### config.mk
export PLATFORM = sky130hd
export DESIGN_NAME = wave_display_pipe
export DESIGN_NICKNAME = d
export VERILOG_FILES = /design/src/rtl/wave_pkg.sv /design/src/rtl/pipe_reg.sv /design/src/rtl/wave_display_pipe.sv
export SDC_FILE = /design/constraint.sdc
export NUM_CORES = 1
export LEC_CHECK = 0
export ABC_AREA = 1
export CORE_MARGIN = 5
export CORE_UTILIZATION = 47
export CTS_CLUSTER_DIAMETER = 30
export DETAILED_ROUTE_END_ITERATION = 8
export GPL_TIMING_DRIVEN = 0
export MAX_ROUTING_LAYER = met4
export PLACE_DENSITY_LB_ADDON = 0.08
export SLEW_MARGIN = 20
export SYNTH_ARGS = -nofsm -noshare
export SYNTH_HDL_FRONTEND = slang
export SYNTH_SLANG_ARGS = --single-unit
### constraint.sdc
create_clock -name clk -period 4.3 [get_ports clk]
set_input_delay 0.645 -clock clk [delete_from_list [all_inputs] [get_ports clk]]
set_output_delay 0.645 -clock clk [all_outputs]
set_load 0.01 [all_outputs]
### src/rtl/wave_pkg.sv
// Shared constants, coordinate bundle and helpers for the waveform display pipeline.
package wave_pkg;

    localparam logic [10:0] WIN_X_MIN  = 11'd128;
    localparam logic [10:0] WIN_X_MAX  = 11'd639;
    localparam logic [9:0]  WIN_Y_MIN  = 10'd112;
    localparam logic [9:0]  WIN_Y_MAX  = 10'd367;
    localparam logic [9:0]  IDLE_Y_MIN = 10'd368;
    localparam logic [8:0]  X_OFS      = 9'd128;
    localparam logic [7:0]  Y_OFS      = 8'd112;
    localparam logic [7:0]  AXIS_ROW   = 8'd128;
    localparam logic [7:0]  COLOR_LIT  = 8'hFF;
    localparam logic [7:0]  COLOR_AXIS = 8'h40;
    localparam logic [7:0]  COLOR_OFF  = 8'h00;
    localparam int          PIPE_DEPTH = 2;

    typedef struct packed {
        logic       valid;
        logic [9:0] y;
        logic [10:0] x;
    } coord_t;

    function automatic logic in_window(input logic [10:0] px, input logic [9:0] py);
        return (px >= WIN_X_MIN) && (px <= WIN_X_MAX) && (py >= WIN_Y_MIN) && (py <= WIN_Y_MAX);
    endfunction

    // Larger samples plot nearer the top of the window.
    function automatic logic [7:0] plot_row(input logic [7:0] sample);
        return 8'd255 - sample;
    endfunction

endpackage

### src/rtl/pipe_reg.sv
// Fixed-depth delay line with asynchronous active-low clear.
module pipe_reg #(
    parameter int WIDTH = 1,
    parameter int DEPTH = 1
) (
    input  logic             clk,
    input  logic             rst,
    input  logic [WIDTH-1:0] d,
    output logic [WIDTH-1:0] q
);

    logic [WIDTH-1:0] stage_q [DEPTH];

    // Shift register: stage 0 takes d, later stages take their predecessor.
    always_ff @(posedge clk or negedge rst) begin
        if (!rst) begin
            for (int i = 0; i < DEPTH; i++) begin
                stage_q[i] <= '0;
            end
        end else begin
            stage_q[0] <= d;
            for (int i = 1; i < DEPTH; i++) begin
                stage_q[i] <= stage_q[i-1];
            end
        end
    end

    assign q = stage_q[DEPTH-1];

endmodule

### src/rtl/wave_display_pipe.sv
// Draws the captured waveform into the VGA window: fetches samples, joins
// consecutive samples with vertical strokes, and emits pixel colours two cycles later.
module wave_display_pipe
    import wave_pkg::*;
(
    input  logic        clk,
    input  logic        rst,
    input  logic [10:0] x,
    input  logic [9:0]  y,
    input  logic        valid,
    input  logic        read_index,
    output logic [8:0]  read_address,
    input  logic [7:0]  read_value,
    output logic        valid_pixel,
    output logic [7:0]  r,
    output logic [7:0]  g,
    output logic [7:0]  b,
    output logic        wave_display_idle
);

    coord_t      in_s, s1_s, s2_s;
    logic        in_win_s, s1_in_win_s, s2_in_win_s;
    logic [8:0]  x_rel_s, s1_x_rel_s;
    logic [7:0]  s1_y_rel_s, s2_y_rel_s;
    logic [8:0]  addr_q, addr_s;
    logic        display_half_q;
    logic [7:0]  prev_q, cur_q, prev_d, cur_d;
    logic [7:0]  row_lo_s, row_hi_s;
    logic        new_sample_s, left_edge_s, lit_d, lit_q, idle_q;

    assign in_s = '{valid: valid, y: y, x: x};

    pipe_reg #(.WIDTH($bits(coord_t)), .DEPTH(1)) u_stage1 (
        .clk (clk), .rst (rst), .d (in_s), .q (s1_s)
    );
    pipe_reg #(.WIDTH($bits(coord_t)), .DEPTH(PIPE_DEPTH - 1)) u_stage2 (
        .clk (clk), .rst (rst), .d (s1_s), .q (s2_s)
    );

    assign in_win_s = valid && in_window(x, y);
    assign x_rel_s  = x[8:0] - X_OFS;
    assign addr_s   = {display_half_q, x_rel_s[8:1]};

    // Address follows x inside the window, otherwise repeats the last fetch.
    always_comb begin
        read_address = addr_q;
        if (rst && in_win_s) begin
            read_address = addr_s;
        end else begin
            read_address = addr_q;
        end
    end

    // Half select is sampled only at frame start so a frame never mixes buffers.
    always_ff @(posedge clk or negedge rst) begin
        if (!rst) begin
            addr_q         <= 9'd0;
            display_half_q <= 1'b0;
            idle_q         <= 1'b0;
        end else begin
            addr_q         <= in_win_s ? addr_s : addr_q;
            display_half_q <= (valid && (x == 11'd0) && (y == 10'd0)) ? ~read_index : display_half_q;
            idle_q         <= (y >= IDLE_Y_MIN);
        end
    end

    assign s1_in_win_s  = s1_s.valid && in_window(s1_s.x, s1_s.y);
    assign s1_x_rel_s   = s1_s.x[8:0] - X_OFS;
    assign s1_y_rel_s   = s1_s.y[7:0] - Y_OFS;
    assign new_sample_s = s1_in_win_s && !s1_x_rel_s[0];
    assign left_edge_s  = s1_in_win_s && (s1_x_rel_s == 9'd0);

    // Stage 1: the fresh RAM word becomes current; at the left edge the stroke collapses to a point.
    always_comb begin
        cur_d  = new_sample_s ? read_value : cur_q;
        prev_d = prev_q;
        if (left_edge_s) begin
            prev_d = read_value;
        end else if (new_sample_s) begin
            prev_d = cur_q;
        end else begin
            prev_d = prev_q;
        end
        if (plot_row(prev_d) <= plot_row(cur_d)) begin
            row_lo_s = plot_row(prev_d);
            row_hi_s = plot_row(cur_d);
        end else begin
            row_lo_s = plot_row(cur_d);
            row_hi_s = plot_row(prev_d);
        end
        lit_d = s1_in_win_s && (s1_y_rel_s >= row_lo_s) && (s1_y_rel_s <= row_hi_s);
    end

    // Sample history and the lit decision advance into stage 2.
    always_ff @(posedge clk or negedge rst) begin
        if (!rst) begin
            prev_q <= 8'd0;
            cur_q  <= 8'd0;
            lit_q  <= 1'b0;
        end else begin
            prev_q <= prev_d;
            cur_q  <= cur_d;
            lit_q  <= lit_d;
        end
    end

    assign s2_in_win_s       = in_window(s2_s.x, s2_s.y);
    assign s2_y_rel_s        = s2_s.y[7:0] - Y_OFS;
    assign valid_pixel       = s2_s.valid;
    assign wave_display_idle = idle_q;

    // Stage 2 colour decode from registered state only.
    always_comb begin
        r = COLOR_OFF;
        g = COLOR_OFF;
        b = COLOR_OFF;
        if (!s2_s.valid || !s2_in_win_s) begin
            g = COLOR_OFF;
        end else if (lit_q) begin
            r = COLOR_LIT;
            g = COLOR_LIT;
            b = COLOR_LIT;
        end else if (s2_y_rel_s == AXIS_ROW) begin
            g = COLOR_AXIS;
        end else begin
            g = COLOR_OFF;
        end
    end

endmodule

; Yosys cells after proc, flatten, opt, wreduce, memory -nomap -nowiden
; Index checks and enable logic that the tools add are counted.
[totals]
reg_bits = 72
in_bits = 33
word_cells = 68
[op_classes]
add_sub_neg = 6
n_lt_le_gt_ge = 16
n_eq_ne = 1
muxes = 11
bitwise_logic = 1
n_reduce_logical = 25
[op_table]
columns = cell, n
row1 = 8-bit 2-to-1 mux, 9
row2 = "11-bit by 8-bit greater-or-equal comparator with 1-bit output, second input constant", 3
row3 = "11-bit by 10-bit <= comparator with 1-bit output, second input constant", 3
row4 = "10-bit by 7-bit greater-or-equal comparator with 1-bit output, second input constant", 3
row5 = "10-bit by 9-bit <= comparator with 1-bit output, second input constant", 3
row6 = 1-bit logical AND, 18
row7 = "9-bit by 8-bit subtractor with 9-bit output, second input constant", 2
row8 = 8-bit <= comparator, 2
row9 = "8-bit by 7-bit subtractor with 8-bit output, second input constant", 2
row10 = "8-bit subtractor, first input constant", 2
row11 = 11-bit zero test, 1
row12 = "10-bit by 9-bit greater-or-equal comparator with 1-bit output, second input constant", 1
row13 = 10-bit zero test, 1
row14 = 9-bit zero test, 1
row15 = 9-bit 2-to-1 mux, 1
row16 = "8-bit == test, second input constant", 1
row17 = 8-bit greater-or-equal comparator, 1
row18 = 7-bit 2-to-1 mux, 1
row19 = 1-bit zero test, 3
row20 = 1-bit logical OR, 1
row21 = 1-bit NOT, 1

; Depth between registers and ports, before layout
; Gate-level depths: netlist (run 1).
[depth]
depth_word = 14
depth_mapped = 35
ltp_nobuf = 33

; Hierarchy
; Synthesis (run 1) repeated with hierarchy kept, for this count alone.
[hier_totals]
hier_cells = 436
area_unflattened_um2 = 3863.7
[modules_own_cells]
columns = module, instances, cells_per_inst, area_per_inst_um2, seq_area_each_um2
row1 = wave_display_pipe, 1, 392, 2762.6, 700.7
row2 = pipe_reg, 2, 22, 550.5, 550.5

; Least setup slack after synthesis (run 1)
; OpenSTA, ideal clock, no wires.
[synth_path]
path_kind = reg2reg
from = register u_stage1.stage_q, in the netlist u_stage1.q[15]
to = register lit_q
setup_time_ns = 0.120
arrival_time_ns = 4.215
slack_ns = -0.035
stages_incl_launch_ff = 31
n_path_buf = 2
cell_sequence = dfrtp_1 -> inv_1 -> ha_1 -> inv_1 -> nor2_1 -> nand2_1 -> a21oi_4 -> nand4_4 -> buf_2 -> or2_2 -> o211ai_1 -> o21ai_0 -> inv_1 -> ha_1 -> a21oi_1 -> nor2_1 -> a211oi_1 -> nand2_4 -> buf_4 -> nand3_1 -> nand2_1 -> ha_1 -> inv_1 -> a21boi_0 -> o21a_1 -> o21a_1 -> o21ai_0 -> nand2_1 -> a21oi_1 -> o21ai_0 -> and3_2
[synth_via]
elab_chain_cells = 13
elab_cells_between_ends = 20
[synth_lines]
columns = item, line
row1 = from (decl), pipe_reg.sv:12  ; logic [WIDTH-1:0] stage_q [DEPTH];
row2 = "from (signal, indexed assignment)", pipe_reg.sv:23  ; stage_q[i] <= stage_q[i-1];
row3 = 10-bit by 7-bit greater-or-equal comparator with 1-bit output, wave_pkg.sv:24  ; return (px >= WIN_X_MIN) && (px <= WIN_X_MAX) && (py >= WIN_Y_MIN) && (py <= WIN_Y_MAX);
row4 = 1-bit logical AND, wave_pkg.sv:24
row5 = 1-bit logical AND (*), wave_pkg.sv:24
row6 = 1-bit logical AND (*), wave_display_pipe.sv:67  ; assign s1_in_win_s = s1_s.valid && in_window(s1_s.x, s1_s.y);
row7 = 1-bit logical AND, wave_display_pipe.sv:70  ; assign new_sample_s = s1_in_win_s && !s1_x_rel_s[0];
row8 = 8-bit 2-to-1 mux, wave_display_pipe.sv:79  ; end else if (new_sample_s) begin
row9 = 8-bit 2-to-1 mux (*), wave_display_pipe.sv:77  ; if (left_edge_s) begin
row10 = named net prev_d[5], wave_display_pipe.sv:27  ; logic [7:0] prev_q, cur_q, prev_d, cur_d;
row11 = 8-bit subtractor (*), wave_pkg.sv:29  ; return 8'd255 - sample;
row12 = 8-bit <= comparator, wave_display_pipe.sv:84  ; if (plot_row(prev_d) <= plot_row(cur_d)) begin
row13 = 8-bit 2-to-1 mux, wave_display_pipe.sv:84
row14 = 8-bit greater-or-equal comparator, wave_display_pipe.sv:91  ; lit_d = s1_in_win_s && (s1_y_rel_s >= row_lo_s) && (s1_y_rel_s <= row_hi_s);
row15 = 1-bit logical AND, wave_display_pipe.sv:91
row16 = 1-bit logical AND (*), wave_display_pipe.sv:91
row17 = named net lit_d, wave_display_pipe.sv:29  ; logic new_sample_s, left_edge_s, lit_d, lit_q, idle_q;
row18 = to (signal assigned), wave_display_pipe.sv:103  ; lit_q <= lit_d;
row19 = to (decl), wave_display_pipe.sv:29
; Mark *: on every way through the listed nets, which the timed path passes. The rest lies on a longest branch.
; A chain may end at the register's enable or synchronous reset.

; Final worst setup path (run 1)
[layout_path]
from = register u_stage1.stage_q, in the netlist u_stage1.q[16]
to = register lit_q
; The elaborated chain is that of the path after synthesis.

==> flow_summary_export.csv, run 1 <==
group,metric,value,unit
power_and_ir_drop,leakage,2.62,nW
synthesis,synth-async-reset-ratio,1.00,
clocking,clk_latency,330,ps
synthesis,yosysTopAreaCellShare,0.436,
synthesis,synth_area,3730,um^2
synthesis,seq_area_frac_synth,0.436,
clocking,cts_inserted_buffers,9,
sta,period_share,1.01,
synthesis,syn_nets,499,
clocking,htreeDepth,3,
final_layout,area_growth,45.5,%
setup_path,arrival,4560,ps
setup_path,critPathKind,"reg2reg",
routing,drc_errors,0,
global_routing,grt_max_degree,35,
routing,drtIter0Drc,125,
setup_path,startpoint,"u_stage1.q[16]",
sta,fin_ws,-33.9,ps
global_routing,overflow,0,
synthesis,synth_edf_count,0,
synthesis,synth_warnings,0,
final_layout,fillCellCount,570,
sta,slew_viol_final,0,
die,die_h,99.1,um
synthesis,synth_area_leaders,"dfrtp_1 (44%), ha_1 (9.7%), nand2_1 (9.2%)",
routing,antenna_left,0,
clocking,cts_tree,"yes",
clocking,cts-hold-fix-buffers,0,
setup_path,critPathCapture,"lit_q",
placed_design,numPortBuffers,67,
synthesis,synth-main-ff-cell,"dfrtp_1",
synthesis,syn_avg_cell_area,8.54,um^2
flow_run,drv_cap,0,
setup_path,cp_slowest_stage_delay,430,ps
status,status,"finished with violations",
final_layout,drive_gt1_frac,0.304,
sta,relSlewSlack,0.496,
setup_path,r2r-end,"lit_q",
die,die_w,99.1,um
sta,worst_pin_slew,755,ps
clocking,cts.sinks,65,
global_routing,grt_pass1_wl,15.2,mm
setup_path,critPathLaunchType,"register",
status,violations,"setup timing",
global_routing,grt_pass1_vias,3445,
setup_path,r2r-start,"u_stage1.q[16]",
clocking,cts_root_buffer,"clkbuf_8",
final_layout,num_antenna_cells,0,
placed_design,pre_cts_ws,-698,ps
die,core_area,7730,um^2
power_and_ir_drop,ir_worst_vdd,0.254,mV
routing,num_vias,3363,
power_and_ir_drop,powerDensity,443,nW/um^2
global_routing,grt_use_total,0.195,
setup_path,crit_top_cell,"buf_4",
setup_path,end_kind,"register",
setup_path,cp_max_fo,7,
synthesis,yosysUniqueCellTypes,38,
routing,viasPerCell,5.01,
synthesis,synth_seq_cells,65,
die,num_rows,32,
setup_path,r2r_cells,29,
sta,fmax,231,MHz
final_layout,nets,627,
die,dieArea,9820,um^2
die,io_pins,68,
die,start_util,0.483,
setup_path,slowest_stage,"dfrtp_1",
placed_design,gp_congestion,0.815,
sta,final-setup-viol-count,1,
routing,wl,9.27,mm
clocking,cts.clk_slew.worst_paths,70,ps
placed_design,dp_hpwl,6.40,mm
clocking,clockBufferDepth,2,
routing,wire_per_inst,13.8,um
synthesis,synth_area_leader_cell,"dfrtp_1",
hold_path,hold_path.class,"in2async",
sta,hold_violations,0,
final_layout,utilization,0.702,
sta,period_needed,4330,ps
synthesis,synthCells,437,
sta,rsz0062_at_grt,"yes",
setup_path,regToRegSetupSlack,-30,ps
routing,drtPass1Iterations,5,
setup_path,worstPathRequired,4530,ps
global_routing,antenna_found_initial,0,
sta,final.setup_skew,6.51,ps
cell type report:
class	instances	area (um^2)	share of cell area
multi-input combinational	278	1920	0.354
tap	102	128	0.0235
sequential	65	1630	0.300
clock buffer	11	141	0.0260
buffer	30	255	0.0470
clock inverter	4	28.8	0.00530
inverter	64	245	0.0452
timing repair buffer	117	1080	0.200
critical path, delay by kind of cell, from the launching register on:
family / cells / cell delay, ps
buf+inv: 13 / 1640
simple gates: 9 / 930
compound gates: 5 / 710
fa+ha+maj: 2 / 520
flops: 1 / 430
metrics by stage:
stage               power, W  cells  cell area, um^2  setup TNS (ps)  hold slack, ps
floorplan            0.00133    437             3730               0             349
global placement     0.00154    606             4530          -14890             359
detailed placement   0.00158    607             4550            -698             360
CTS                  0.00227    660             5260               0             258
global route         0.00258    671             5430            -262             271
finish               0.00241    671             5430           -33.9             249
cell usage after synthesis, types with 7 or more instances:
cell type and number:
inv_1 61, nand2_1 91, ha_1 29, buf_4 23, dfrtp_1 65, a21oi_1 10, o21ai_0 38, o211ai_1 8
nand3_1 29, nor2_1 22, nand2_2 7
registers in the layout, summed over array words and instances (netlist names):
name / count
cur_q: 8
u_stage2.q: 15
lit_q: 1
display_half_q: 1
u_stage1.q: 22
addr_q: 9
prev_q: 8
wave_display_idle: 1
per-layer routing:
layer / global-route usage / wire length (um) / vias to the layer above
li1: - / - / 1667
met2: 0.343 / 4790 / 90
met1: 0.226 / 3900 / 1588
met4: 0.0620 / 146 / 0
met5: - / 0 / -
met3: 0.0304 / 430 / 18
cell families (layout without fill, tap and decap cells):
group | after synthesis | count (layout) | share of synthesized area
DFF | 65 | 65 | 0.436
buffers and inverters | 94 | 226 | 0.125
xor gates and xnor gates | 2 | 2 | 0.00470
adders and majority gates | 29 | 29 | 0.0973
AOI/OAI and AO/OA | 68 | 68 | 0.111
and+or+nand+nor | 179 | 179 | 0.226
how the worst min path moves through the flow:
| stage | start | to | depth (start not counted) |
|---|---|---|---|
| floorplan | rst | addr_q[0] | 0 |
| global route | rst | display_half_q | 1 |
| finish | rst | display_half_q | 1 |
| CTS | rst | display_half_q | 1 |
| detailed placement | u_stage1.q[20] | u_stage2.q[20] | 0 |
| global placement | u_stage1.q[20] | u_stage2.q[20] | 0 |
timing repair:
item                                    CTS  global route
endpoints found under the setup margin    1            10
setup buffers                            39            11
pin swaps                                38            28
gates resized for setup                  71            25
placed cells by master (no fill, tap or decap), types with 8 or more instances in the layout:
| cell type | n |
|---|---|
| o21ai_0 | 21 |
| nand2_1 | 82 |
| nor2_1 | 19 |
| buf_4 | 68 |
| inv_2 | 12 |
| inv_1 | 51 |
| ha_1 | 21 |
| clkdlybuf4s50_1 | 66 |
| clkbuf_8 | 11 |
| nand3_1 | 27 |
| o21ai_2 | 8 |
| nand2_2 | 15 |
| dfrtp_1 | 65 |
| o211ai_1 | 8 |
power by group:
group	switching [W]	internal, W
registers	0.0000403	0.000693
clock network	0.000233	0.000223
logic	0.000644	0.000573
Power figures use the tool's default switching activity.
==> run 2, diff against run 1 <==
- CORE_UTILIZATION: 47 -> 57
- clock period: 4.3 -> 5.15 ns (I/O delays scaled with it)
==> run 2 against run 1 <==
  * The flow now finishes without violations
  * Final area is 12% lower
  * Sequential share of layout area rose by 4.0 points
  * Critical path depth rose by 1
  * Largest cell class unchanged
==> flow_summary_export.csv, run 2 (synthesized netlist as in run 1, its figures left out) <==
group,metric,value,unit
clocking,htreeDepth,3,
power_and_ir_drop,powerDensity,370,nW/um^2
setup_path,cp_slowest_stage_delay,440,ps
sta,rsz0062_at_grt,"no",
sta,slew_viol_final,0,
routing,viasPerCell,5.26,
final_layout,fillCellCount,463,
global_routing,overflow,0,
power_and_ir_drop,ir_worst_vdd,0.248,mV
routing,drtPass1Iterations,4,
final_layout,area_growth,28.6,%
status,status,"finished clean",
placed_design,dpl_cell_area,4520,um^2
sta,worst_pin_slew,552,ps
final_layout,nets,583,
global_routing,grt_pass1_wl,14.0,mm
final_layout,final_cell_mix,"nand2_1 (91), clkdlybuf4s50_1 (66), dfrtp_1 (64)",
sta,period_needed,4770,ps
sta,hold_violations,0,
sta,period_share,0.926,
setup_path,critPathKind,"reg2reg",
final_layout,largest_reg_flops,22,
placed_design,dp_hpwl,6.66,mm
die,die_h,90.9,um
setup_path,worstPathRequired,5400,ps
setup_path,arrival,5010,ps
setup_path,end_kind,"register",
setup_path,slowest_stage,"dfrtp_2",
placed_design,gp_congestion,0.839,
routing,wire_per_inst,14.2,um
routing,num_vias,3172,
clocking,cts_root_buffer,"clkbuf_8",
die,start_util,0.587,
placed_design,numPortBuffers,67,
clocking,cts_inserted_buffers,9,
clocking,cts-hold-fix-buffers,0,
setup_path,r2r_cells,30,
setup_path,cp_max_fo,10,
routing,drc_errors,0,
setup_path,crit_top_cell,"nand2_1",
final_layout,layout_commonest_cell,"nand2_1",
power_and_ir_drop,leakage,2.39,nW
global_routing,grt_use_total,0.216,
die,die_w,90.9,um
clocking,cts.clk_slew.worst_paths,80,ps
final_layout,layout.cells.non_filler,603,
clocking,clockBufferDepth,2,
final_layout,final_area,4800,um^2
final_layout,drive_gt1_frac,0.160,
die,dieArea,8260,um^2
sta,fin_setup_tns,0,ps
die,io_pins,68,
clocking,cts_tree,"yes",
sta,final-setup-viol-count,0,
hold_path,hold_path.class,"in2async",
global_routing,grt_max_degree,52,
final_layout,num_antenna_cells,0,
routing,drtIter0Drc,161,
routing,wl,8.58,mm
flow_run,drv_cap,0,
global_routing,grt_pass1_vias,3097,
routing,antenna_left,0,
die,core_area,6350,um^2
setup_path,critPathLaunchType,"register",
die,num_rows,29,
sta,final.setup_skew,9.11,ps
placed_design,placedCellCount,582,
global_routing,antenna_found_initial,0,
clocking,clk_latency,350,ps
sta,relSlewSlack,0.628,
clocking,cts.sinks,65,
sta,fmax,210,MHz
==> run 2: final timing paths <==
| kind | from | to | slack (ps) |
|---|---|---|---|
| max | u_stage1.q[15] | lit_q | 380 |
| max in group asynchronous | rst | u_stage1.q[0] | 4360 |
| min in group clk | u_stage1.q[20] | u_stage2.q[20] | 380 |
| min | rst | u_stage2.q[15] | 270 |
| max reg2reg | u_stage1.q[15] | lit_q | 380 |
| min reg2reg | u_stage1.q[20] | u_stage2.q[20] | 380 |
==> run 2: area by class of cell <==
class	instances	area, um^2	area share
timing repair inverter	1	5.00	0.00104
sequential	65	1630	0.339
tap	77	96.3	0.0201
inverter	64	244	0.0508
timing repair buffer	72	729	0.152
clock buffer	10	138	0.0287
buffer	30	230	0.0480
multi-input combinational	278	1660	0.346
clock inverter	6	67.6	0.0141
==> run 2: critical path: cells and delay by family (launching register included) <==
family	cells	cell delay, ps
AO/OA/AOI/OAI	8	1260
adder cells (fa/ha/maj)	3	670
buffers and inverters	6	560
flip-flops	1	440
AND/OR/NAND/NOR	13	1710
==> run 2: metal layers <==
metal | global-route usage | wire, um | vias to the layer above
met1 | 0.251 | 3670 | 1488
met2 | 0.360 | 4370 | 84
met3 | 0.0492 | 349 | 17
met5 | - | 0 | -
li1 | - | - | 1583
met4 | 0.0880 | 189 | 0
==> run 2: where the power goes <==
| group | switching, W | leakage, nW | internal (W) |
|---|---|---|---|
| registers | 0.0000326 | 0.763 | 0.000579 |
| logic | 0.000414 | 1.53 | 0.000304 |
| clock network | 0.000208 | 0.0985 | 0.000237 |
| total | 0.000654 | 2.39 | 0.00112 |
==> run 2: timing repair <==
item | in CTS | in global routing
gates resized for setup | 0 | 21
setup buffers | 0 | 3
setup endpoints to repair | 0 | 1
==> run 2: stage by stage <==
step	util	power [W]	setup WS [ps]	hold WS (ps)
after global placement	0.708	0.00127	-956	359
after floorplan	-	0.00111	815	354
after CTS	0.744	0.00176	3.63	278
after global routing	0.756	0.00192	4.12	282
final	0.756	0.00177	383	273
after detailed placement	0.712	0.00132	69.1	360
==> run 3, diff against run 2 <==
- GPL_TIMING_DRIVEN: 0 -> default
==> run 3 against run 2 <==
  * Global-route usage is 0.48 points lower
  * Die area unchanged
  * Largest cell class unchanged
  * Highest routed layer unchanged
  * Maximum frequency fell by 2.6%
  * Critical endpoint unchanged
==> flow_summary_export.csv, run 3 (synthesized netlist as in run 1, its figures left out) <==
group,metric,value,unit
routing,wl,8.13,mm
routing,antenna_left,0,
final_layout,layout_commonest_cell,"nand2_1",
clocking,htreeDepth,3,
final_layout,final_cell_mix,"nand2_1 (91), clkdlybuf4s50_1 (66), dfrtp_1 (65)",
status,status,"finished clean",
routing,drtPass1Iterations,4,
placed_design,numPortBuffers,67,
power_and_ir_drop,ir_worst_vdd,0.298,mV
setup_path,worstPathRequired,5380,ps
clocking,cts.clk_slew.worst_paths,70,ps
setup_path,slowest_stage,"o21ai_0",
clocking,clockBufferDepth,2,
global_routing,grt_pass1_vias,3004,
sta,relSlewSlack,0.466,
setup_path,arrival,5130,ps
die,start_util,0.587,
global_routing,grt_max_degree,66,
clocking,cts_tree,"yes",
final_layout,fillCellCount,488,
setup_path,critPathKind,"reg2reg",
clocking,cts_root_buffer,"clkbuf_8",
global_routing,grt_use_total,0.211,
power_and_ir_drop,leakage,2.26,nW
setup_path,cp_slowest_stage_delay,460,ps
clocking,cts.sinks,65,
setup_path,end_kind,"register",
global_routing,overflow,0,
setup_path,critPathLaunchType,"register",
setup_path,cp_max_fo,16,
sta,period_share,0.951,
final_layout,drive_gt1_frac,0.106,
clocking,cts_inserted_buffers,9,
routing,drc_errors,0,
sta,whs,379,ps
final_layout,nets,555,
sta,period_needed,4900,ps
placed_design,pre_cts_ws,265,ps
placed_design,dp_hpwl,6.06,mm
placed_design,gp_congestion,0.860,
final_layout,area_growth,22.3,%
routing,drtIter0Drc,162,
die,die_h,90.9,um
global_routing,antenna_found_initial,0,
power_and_ir_drop,powerDensity,394,nW/um^2
die,die_w,90.9,um
clocking,cts-hold-fix-buffers,0,
die,io_pins,68,
die,core_area,6350,um^2
global_routing,grt_pass1_wl,13.8,mm
clocking,clk_latency,350,ps
final_layout,num_antenna_cells,0,
final_layout,largest_reg_flops,22,
hold_path,hold_path.class,"reg2reg",
sta,final.setup_skew,14.1,ps
flow_run,drv_cap,0,
die,dieArea,8260,um^2
routing,num_vias,3016,
sta,slew_viol_final,0,
sta,fin_ws,254,ps
routing,viasPerCell,5.25,
sta,hold_violations,0,
routing,wire_per_inst,14.1,um
sta,worst_pin_slew,800,ps
sta,final-setup-viol-count,0,
die,num_rows,29,
sta,fmax,204,MHz
[run 3: worst paths after layout]
| kind | start | end | slack [ps] | cells past startpoint |
|---|---|---|---|---|
| setup / recovery | u_stage1.q[15] | lit_q | 250 | 28 |
| min in group asynchronous | rst | u_stage2.q[11] | 670 | 2 |
| hold / removal | u_stage1.q[20] | u_stage2.q[20] | 380 | 0 |
| max in group asynchronous | rst | cur_q[0] | 3940 | 2 |
| setup reg to reg | u_stage1.q[15] | lit_q | 250 | 28 |
| hold reg to reg | u_stage1.q[20] | u_stage2.q[20] | 380 | 0 |
[run 3: area by class of cell]
class | count | area [um^2] | area share
Sequential cell | 65 | 1630 | 0.357
Timing Repair Buffer | 74 | 718 | 0.157
Inverter | 64 | 244 | 0.0535
Tap cell | 77 | 96.3 | 0.0211
Clock buffer | 11 | 141 | 0.0310
Clock inverter | 5 | 78.8 | 0.0173
Multi-Input combinational cell | 279 | 1660 | 0.363
[run 3: what timing repair did]
action                     in CTS  in global routing
hold endpoints to repair        0                  0
buffers inserted                0                  0
gates resized for setup         0                  6
setup endpoints to repair       0                  1
[run 3: power by group]
group          switching, W  internal (W)
Combinational      0.000414      0.000291
Clock              0.000197      0.000285
Sequential        0.0000320      0.000579
[run 3: layer usage]
metal,up-vias,global-route usage,wire length (um)
met5,-,-,0
met4,0,0.109,223
met3,19,0.0425,417
met2,91,0.327,3940
met1,1384,0.261,3550
li1,1522,-,-
[run 3: worst max-delay path: cells and delay by family (launching register included)]
family | cells | cell delay (ps)
fa+ha+maj | 3 | 680
flops | 1 | 420
simple gates | 13 | 1910
compound gates | 8 | 1460
buf+inv | 4 | 320
[run 3: per-stage QoR]
stage / instance area [um^2] / instances / TNS [ps] / total power (W) / utilization
final: 4560 / 575 / 0 / 0.00180 / 0.718
after global routing: 4560 / 575 / -15.6 / 0.00194 / 0.718
after CTS: 4540 / 574 / 0 / 0.00180 / 0.715
after detailed placement: 4320 / 558 / 0 / 0.00131 / 0.680
after global placement: 4320 / 558 / 0 / 0.00128 / 0.680
after floorplan: 3730 / 437 / 0 / 0.00111 / -
